--- config.mk ---
export PLATFORM = sky130hd
export DESIGN_NAME = peripheral_dbg_soc_ctm_trace_capture
export DESIGN_NICKNAME = d
export VERILOG_FILES = /design/src/rtl/peripheral_dbg_soc_ctm_trace_capture_pkg.sv /design/src/rtl/peripheral_dbg_soc_ctm_event_fifo.sv /design/src/rtl/peripheral_dbg_soc_ctm_trace_capture.sv
export SDC_FILE = /design/constraint.sdc
export NUM_CORES = 2
export LEC_CHECK = 0
export ABC_AREA = 1
export CORE_ASPECT_RATIO = 1.1
export CORE_UTILIZATION = 66
export CTS_CLUSTER_DIAMETER = 50
export DETAILED_ROUTE_END_ITERATION = 6
export PLACE_DENSITY_LB_ADDON = 0.12
export SLEW_MARGIN = 20
export SYNTH_ARGS = -nofsm -noshare
export SYNTH_HDL_FRONTEND = slang
export SYNTH_HIERARCHICAL = 1
export SYNTH_SLANG_ARGS = --single-unit
--- constraint.sdc ---
create_clock -name clk -period 47.2 [get_ports clk]
set_input_delay 9.44 -clock clk [delete_from_list [all_inputs] [get_ports clk]]
set_output_delay 9.44 -clock clk [all_outputs]
set_load 0.02 [all_outputs]
--- src/rtl/peripheral_dbg_soc_ctm_trace_capture_pkg.sv ---
// Shared types for the CTM trace capture stage and its packetizer.
package peripheral_dbg_soc_ctm_trace_capture_pkg;

    localparam int unsigned CTM_ADDR_WIDTH = 32;
    localparam int unsigned CTM_TS_WIDTH   = 32;

    typedef enum logic [1:0] {
        CTM_EV_JAL      = 2'd0,
        CTM_EV_JALR     = 2'd1,
        CTM_EV_BRANCH   = 2'd2,
        CTM_EV_OVERFLOW = 2'd3
    } ctm_ev_kind_e;

    // Event record at the default widths, as seen by the packetizer
    typedef struct packed {
        ctm_ev_kind_e              kind;
        logic [CTM_TS_WIDTH-1:0]   ts;
        logic [CTM_ADDR_WIDTH-1:0] pc;
        logic [CTM_ADDR_WIDTH-1:0] npc;
    } ctm_trace_event;

    typedef enum logic {
        OVF_IDLE = 1'b0,
        OVF_LOST = 1'b1
    } ctm_ovf_state_e;

    // JALR wins over JAL, which wins over a taken branch
    function automatic ctm_ev_kind_e ctm_kind_sel(input logic jal, input logic jalr);
        if (jalr) begin
            return CTM_EV_JALR;
        end else if (jal) begin
            return CTM_EV_JAL;
        end
        return CTM_EV_BRANCH;
    endfunction

endpackage

--- src/rtl/peripheral_dbg_soc_ctm_event_fifo.sv ---
// Show-ahead synchronous FIFO; head word visible on dout while !empty.
module peripheral_dbg_soc_ctm_event_fifo #(
    parameter int unsigned WIDTH = 8,
    parameter int unsigned DEPTH = 8
) (
    input  logic                     clk,
    input  logic                     rst,
    input  logic                     push,
    input  logic [WIDTH-1:0]         din,
    output logic                     full,
    input  logic                     pop,
    output logic [WIDTH-1:0]         dout,
    output logic                     empty,
    output logic [$clog2(DEPTH):0]   level
);

    localparam int unsigned AW = $clog2(DEPTH);
    localparam int unsigned PW = AW + 1;

    logic [PW-1:0]    wr_ptr_q, wr_ptr_d;
    logic [PW-1:0]    rd_ptr_q, rd_ptr_d;
    logic [WIDTH-1:0] mem_q [DEPTH];
    logic [WIDTH-1:0] mem_d [DEPTH];
    logic             do_push;
    logic             do_pop;

    // Status decode from start-of-cycle pointers; MSB is the wrap bit
    assign empty = (wr_ptr_q == rd_ptr_q);
    assign full  = (wr_ptr_q[AW] != rd_ptr_q[AW]) &&
                   (wr_ptr_q[AW-1:0] == rd_ptr_q[AW-1:0]);
    assign level = wr_ptr_q - rd_ptr_q;
    assign dout  = mem_q[rd_ptr_q[AW-1:0]];

    // Pointer advance and storage write
    always_comb begin
        do_push  = push & ~full;
        do_pop   = pop & ~empty;
        wr_ptr_d = wr_ptr_q + PW'(do_push);
        rd_ptr_d = rd_ptr_q + PW'(do_pop);
        mem_d    = mem_q;
        if (do_push) begin
            mem_d[wr_ptr_q[AW-1:0]] = din;
        end
    end

    // Pointer and storage registers
    always_ff @(posedge clk or posedge rst) begin
        if (rst) begin
            wr_ptr_q <= '0;
            rd_ptr_q <= '0;
            for (int i = 0; i < int'(DEPTH); i++) begin
                mem_q[i] <= '0;
            end
        end else begin
            wr_ptr_q <= wr_ptr_d;
            rd_ptr_q <= rd_ptr_d;
            mem_q    <= mem_d;
        end
    end

endmodule

--- src/rtl/peripheral_dbg_soc_ctm_trace_capture.sv ---
// CTM capture: filters control transfers from the retire trace, stamps them
// and queues them, replacing lost events with a single OVERFLOW record.
module peripheral_dbg_soc_ctm_trace_capture
    import peripheral_dbg_soc_ctm_trace_capture_pkg::*;
#(
    parameter int unsigned ADDR_WIDTH = 32,
    parameter int unsigned TS_WIDTH   = 32,
    parameter int unsigned FIFO_DEPTH = 8,
    parameter int unsigned OVF_WIDTH  = 16
) (
    input  logic                          clk,
    input  logic                          rst,
    input  logic                          enable,
    input  logic                          trace_valid,
    input  logic [ADDR_WIDTH-1:0]         trace_pc,
    input  logic [ADDR_WIDTH-1:0]         trace_npc,
    input  logic                          trace_jal,
    input  logic                          trace_jalr,
    input  logic                          trace_branch,
    input  logic                          trace_br_taken,
    output logic                          ev_valid,
    input  logic                          ev_ready,
    output logic [1:0]                    ev_kind,
    output logic [TS_WIDTH-1:0]           ev_ts,
    output logic [ADDR_WIDTH-1:0]         ev_pc,
    output logic [ADDR_WIDTH-1:0]         ev_npc,
    output logic [$clog2(FIFO_DEPTH):0]   level
);

    typedef struct packed {
        ctm_ev_kind_e          kind;
        logic [TS_WIDTH-1:0]   ts;
        logic [ADDR_WIDTH-1:0] pc;
        logic [ADDR_WIDTH-1:0] npc;
    } ev_word_t;

    localparam int unsigned EW = $bits(ev_word_t);

    ctm_ovf_state_e         state_q, state_d;
    logic [TS_WIDTH-1:0]    ts_q, ts_d;
    logic [OVF_WIDTH-1:0]   ovf_cnt_q, ovf_cnt_d;
    logic [OVF_WIDTH-1:0]   ovf_sat;
    logic [OVF_WIDTH-1:0]   ovf_rec;
    logic                   qual;
    ctm_ev_kind_e           kind_sel;
    logic                   fifo_push;
    logic                   fifo_full;
    logic                   fifo_empty;
    ev_word_t               fifo_din;
    ev_word_t               fifo_dout;

    // Qualify control transfers and pick the reported kind
    always_comb begin
        qual     = enable & trace_valid &
                   (trace_jalr | trace_jal | (trace_branch & trace_br_taken));
        kind_sel = ctm_kind_sel(trace_jal, trace_jalr);
        ovf_sat  = (&ovf_cnt_q) ? ovf_cnt_q : ovf_cnt_q + OVF_WIDTH'(1);
        ovf_rec  = qual ? ovf_sat : ovf_cnt_q;
        ts_d     = ts_q + TS_WIDTH'(1);
    end

    // State, timestamp and drop counter registers
    always_ff @(posedge clk or posedge rst) begin
        if (rst) begin
            state_q   <= OVF_IDLE;
            ts_q      <= '0;
            ovf_cnt_q <= '0;
        end else begin
            state_q   <= state_d;
            ts_q      <= ts_d;
            ovf_cnt_q <= ovf_cnt_d;
        end
    end

    // Overflow FSM next state: enter LOST on any drop, leave once the record is queued
    always_comb begin
        state_d = state_q;
        if (state_q == OVF_LOST && !fifo_full) begin
            state_d = OVF_IDLE;
        end else if (qual && (fifo_full || state_q == OVF_LOST)) begin
            state_d = OVF_LOST;
        end
    end

    // Push decision: pending OVERFLOW record first, then the live event, else drop
    always_comb begin
        fifo_push = 1'b0;
        fifo_din  = '0;
        ovf_cnt_d = ovf_cnt_q;
        if (state_q == OVF_LOST && !fifo_full) begin
            fifo_push     = 1'b1;
            fifo_din.kind = CTM_EV_OVERFLOW;
            fifo_din.ts   = ts_q;
            fifo_din.pc   = ADDR_WIDTH'(ovf_rec);
            fifo_din.npc  = '0;
            ovf_cnt_d     = '0;
        end else if (qual && !fifo_full) begin
            fifo_push     = 1'b1;
            fifo_din.kind = kind_sel;
            fifo_din.ts   = ts_q;
            fifo_din.pc   = trace_pc;
            fifo_din.npc  = trace_npc;
        end else if (qual) begin
            ovf_cnt_d     = ovf_sat;
        end
    end

    peripheral_dbg_soc_ctm_event_fifo #(
        .WIDTH (EW),
        .DEPTH (FIFO_DEPTH)
    ) u_fifo (
        .clk   (clk),
        .rst   (rst),
        .push  (fifo_push),
        .din   (fifo_din),
        .full  (fifo_full),
        .pop   (ev_ready),
        .dout  (fifo_dout),
        .empty (fifo_empty),
        .level (level)
    );

    // Head of queue drives the consumer interface
    always_comb begin
        ev_valid = ~fifo_empty;
        ev_kind  = fifo_dout.kind;
        ev_ts    = fifo_dout.ts;
        ev_pc    = fifo_dout.pc;
        ev_npc   = fifo_dout.npc;
    end

endmodule

==> results_dict.tcl <==
set metrics [dict create \
    met2_wirelength_um 64600 \
    io_pins 176 \
    synth_area_mm2 0.0442 \
    n_antenna_cell 0 \
    cp-start-kind "primary input" \
    finalHoldViolCount 0 \
    min_period_ps 15030 \
    crit_type "in2reg" \
    worstPathRequired_ps 47730 \
    cp-end-kind "flip-flop" \
    drt_iter0_markers 5894 \
    chipWidth_um 249 \
    ir_drop_mv 0.0814 \
    status "completed" \
    drv_cap 0 \
    route.layer.met1.wl_um 52700 \
    switching_share_pct 45.3 \
    finalPower_mw 3.02 \
    dr.pass1.iters 7 \
    seqCellArea_mm2 0.0211 \
    switchingPower_mw 1.37 \
    tightest_slew_ps 1200 \
    grt_pass1_vias 40000 \
    cts_buffer_depth 3 \
    clkPwrFrac_pct 24.1 \
    syn_to_final_growth_pct 8.63 \
    antenna_found_initial 0 \
    synth_area_leaders "dfrtp_1 (48%), nand2_1 (24%), nand4_1 (11%)" \
    dp_hpwl_um 67100 \
    yosysTopAreaCellShare_pct 47.6 \
    grt_pass1_wl_um 220000 \
    routed_wl_um 138000 \
    synth_top_flop_cell "dfrtp_1" \
    final.fill_count 5289 \
    drcViolationCount 0 \
    synth-seq-area-share_pct 47.6 \
    drive_above_1_share_pct 4.66 \
    cp_max_fo 157 \
    slew_headroom_pct 19.9 \
    finalNetCount 5869 \
    fp.dieH_um 273 \
    async_flop_share_pct 100 \
    comb_power_share_pct 42.2 \
    yosys.area.top_type "dfrtp_1" \
    cts.sinks 841 \
    setup_viol 0 \
    routed.top_layer "met4" \
    vias_per_cell 6.32 \
    initial_utilization_pct 66.7 \
    wl_met3_um 15400 \
    ys_seq_elements 841 \
    seqPwrFrac_pct 33.7 \
    p_per_area_mw_per_mm2 62.8 \
    routedWlPerCell_um 20.5 \
    finalSetupTns_ps 0 \
    post_cts_resized 0 \
    worstHoldPathType "reg2reg" \
    cts_root_buf "clkbuf_16" \
    internal_power_mw 1.65 \
    ys_warn_count 6 \
    io_buffers 175 \
    dr_total_vias 42500 \
    synth_most_common_cell "nand2_1" \
    grt.overflow.total 0 \
    synth_common_cells "nand2_1 (2,838), dfrtp_1 (841), nand4_1 (795)" \
    place.gp.congestion 0.905 \
    post-cts-setup-buffers 0 \
    ant_nets 0 \
    synth_nets 6145 \
    core_area_mm2 0.0663 \
    postSynthAreaPerCell_um2 7.29 \
    arrival_ps 15560 \
    min_period_over_period_pct 31.8 \
    h-tree-depth 3 \
    die-area_mm2 0.0680 \
    grt_setup_unrepaired "false" \
    holdBufCountCts 0 \
    row_count 99 \
    p_leak_nw 25.5 \
    slew_violations 0 \
    grt_max_degree 261 \
    clkSlewWorstSetupHoldPaths_ps 60 \
    cts_inserted_buffers 91 \
    grt_usage_pct 40.2 \
    multi_input_area_mm2 0.0201 \
    synth_edf_count 0 \
    synth_cell_types 35 \
    clock_skew_ps 24.0 \
    fmax_ghz 0.0665 \
    syn_inst 6062 \
    clock_latency_ps 660 \
    cts_tree "built" \
]
[flip-flops by register name, indices dropped and copies added, names as in the netlist]
| name | count |
|---|---|
| ts_q | 32 |
| u_fifo/rd_ptr_q | 4 |
| u_fifo/mem_q | 784 |
| ovf_cnt_q | 16 |
| u_fifo/wr_ptr_q | 4 |
| state_q | 1 |
[per-layer routing]
layer	vias to the layer above	track usage, %
met5	-	0
met4	0	17.1
met3	395	6.22
met2	2598	64.6
met1	20300	54.8
li1	19200	-
[worst paths after layout]
kind	slack, ps	end	cells after the start	start
min in group asynchronous	9420	u_fifo/mem_q[69]	2	rst
worst min register to register	460	u_fifo/mem_q[741]	2	u_fifo/mem_q[741]
worst min-delay path	460	u_fifo/mem_q[741]	2	u_fifo/mem_q[741]
max in group asynchronous	34540	u_fifo/rd_ptr_q[2]	5	rst
worst max register to register	37830	u_fifo/mem_q[645]	17	u_fifo/rd_ptr_q[1]
worst max-delay path	32170	u_fifo/mem_q[645]	14	trace_jalr
[placed cells by master, fill, tap and decap left out, types with 9 or more instances in the layout]
cell type        netlist  routed
o21ai_1              193     193
buf_4                  8      50
nor2_1               310     310
nand3_4                1       9
nand3_1               29      29
clkbuf_1             232      18
xor2_1                34      34
inv_1                119     116
o21ai_0              207     207
nand2_1             2838    2837
clkbuf_8               0      23
inv_6                  0      11
nand4_1              795     795
clkbuf_16              0      92
nor2_4                 9      10
clkdlybuf4s50_1        0     175
dfrtp_1              841     838
ha_1                   9       9
clkinv_2               0      12
nor3_1                15      15
[worst max-delay path: stages]
cell,delay [ps]
clkdlybuf4s50_1,490
nor2_1,70
nand2_1,60
nand2_1,400
nor2_2,430
nor2_4,40
buf_4,350
inv_8,660
buf_4,830
buf_6,710
nand3_4,750
buf_4,690
nand2_1,200
nand2_1,70
[metrics by stage]
| step | setup slack [ps] | instance area [um2] | utilization [%] | std cells | hold slack (ps) |
|---|---|---|---|---|---|
| 4_1_cts | 32130 | 48000 | 72.5 | 6718 | 467 |
| 2_1_floorplan | 15520 | 44200 | - | 6062 | 437 |
| 6_report | 32170 | 48000 | 72.5 | 6718 | 465 |
| 3_3_place_gp | 31590 | 45000 | 67.9 | 6551 | 448 |
| 5_1_grt | 31990 | 48000 | 72.5 | 6718 | 479 |
| 3_5_place_dp | 31480 | 45000 | 67.9 | 6551 | 453 |
[cells by family after synthesis]
group / count (synthesis) / share of synthesized area, %
AO/OA/AOI/OAI: 405 / 4.62
XOR/XNOR: 37 / 0.733
adder cells (fa/ha/maj): 10 / 0.300
buffers and inverters: 730 / 7.14
flip-flops: 841 / 47.6
AND/OR/NAND/NOR: 4039 / 39.6
[power groups by stage]
stage	Clock [mW]	Sequential [mW]	Combinational, mW
floorplan	0	0.981	0.850
global route	0.757	1.04	1.36
finish	0.725	1.02	1.27
detailed placement	0	1.02	1.23
global placement	0	1.02	1.22
CTS	0.729	1.01	1.24
[cell type report]
cell class | instances | area share, %
Timing Repair Buffer | 233 | 4.73
Multi-Input combinational cell | 4491 | 41.8
Sequential cell | 841 | 43.8
Clock inverter | 34 | 0.719
Tap cell | 858 | 2.24
Inverter | 128 | 1.07
Clock buffer | 133 | 5.59
Note: power is estimated with default switching activity, not from simulation.
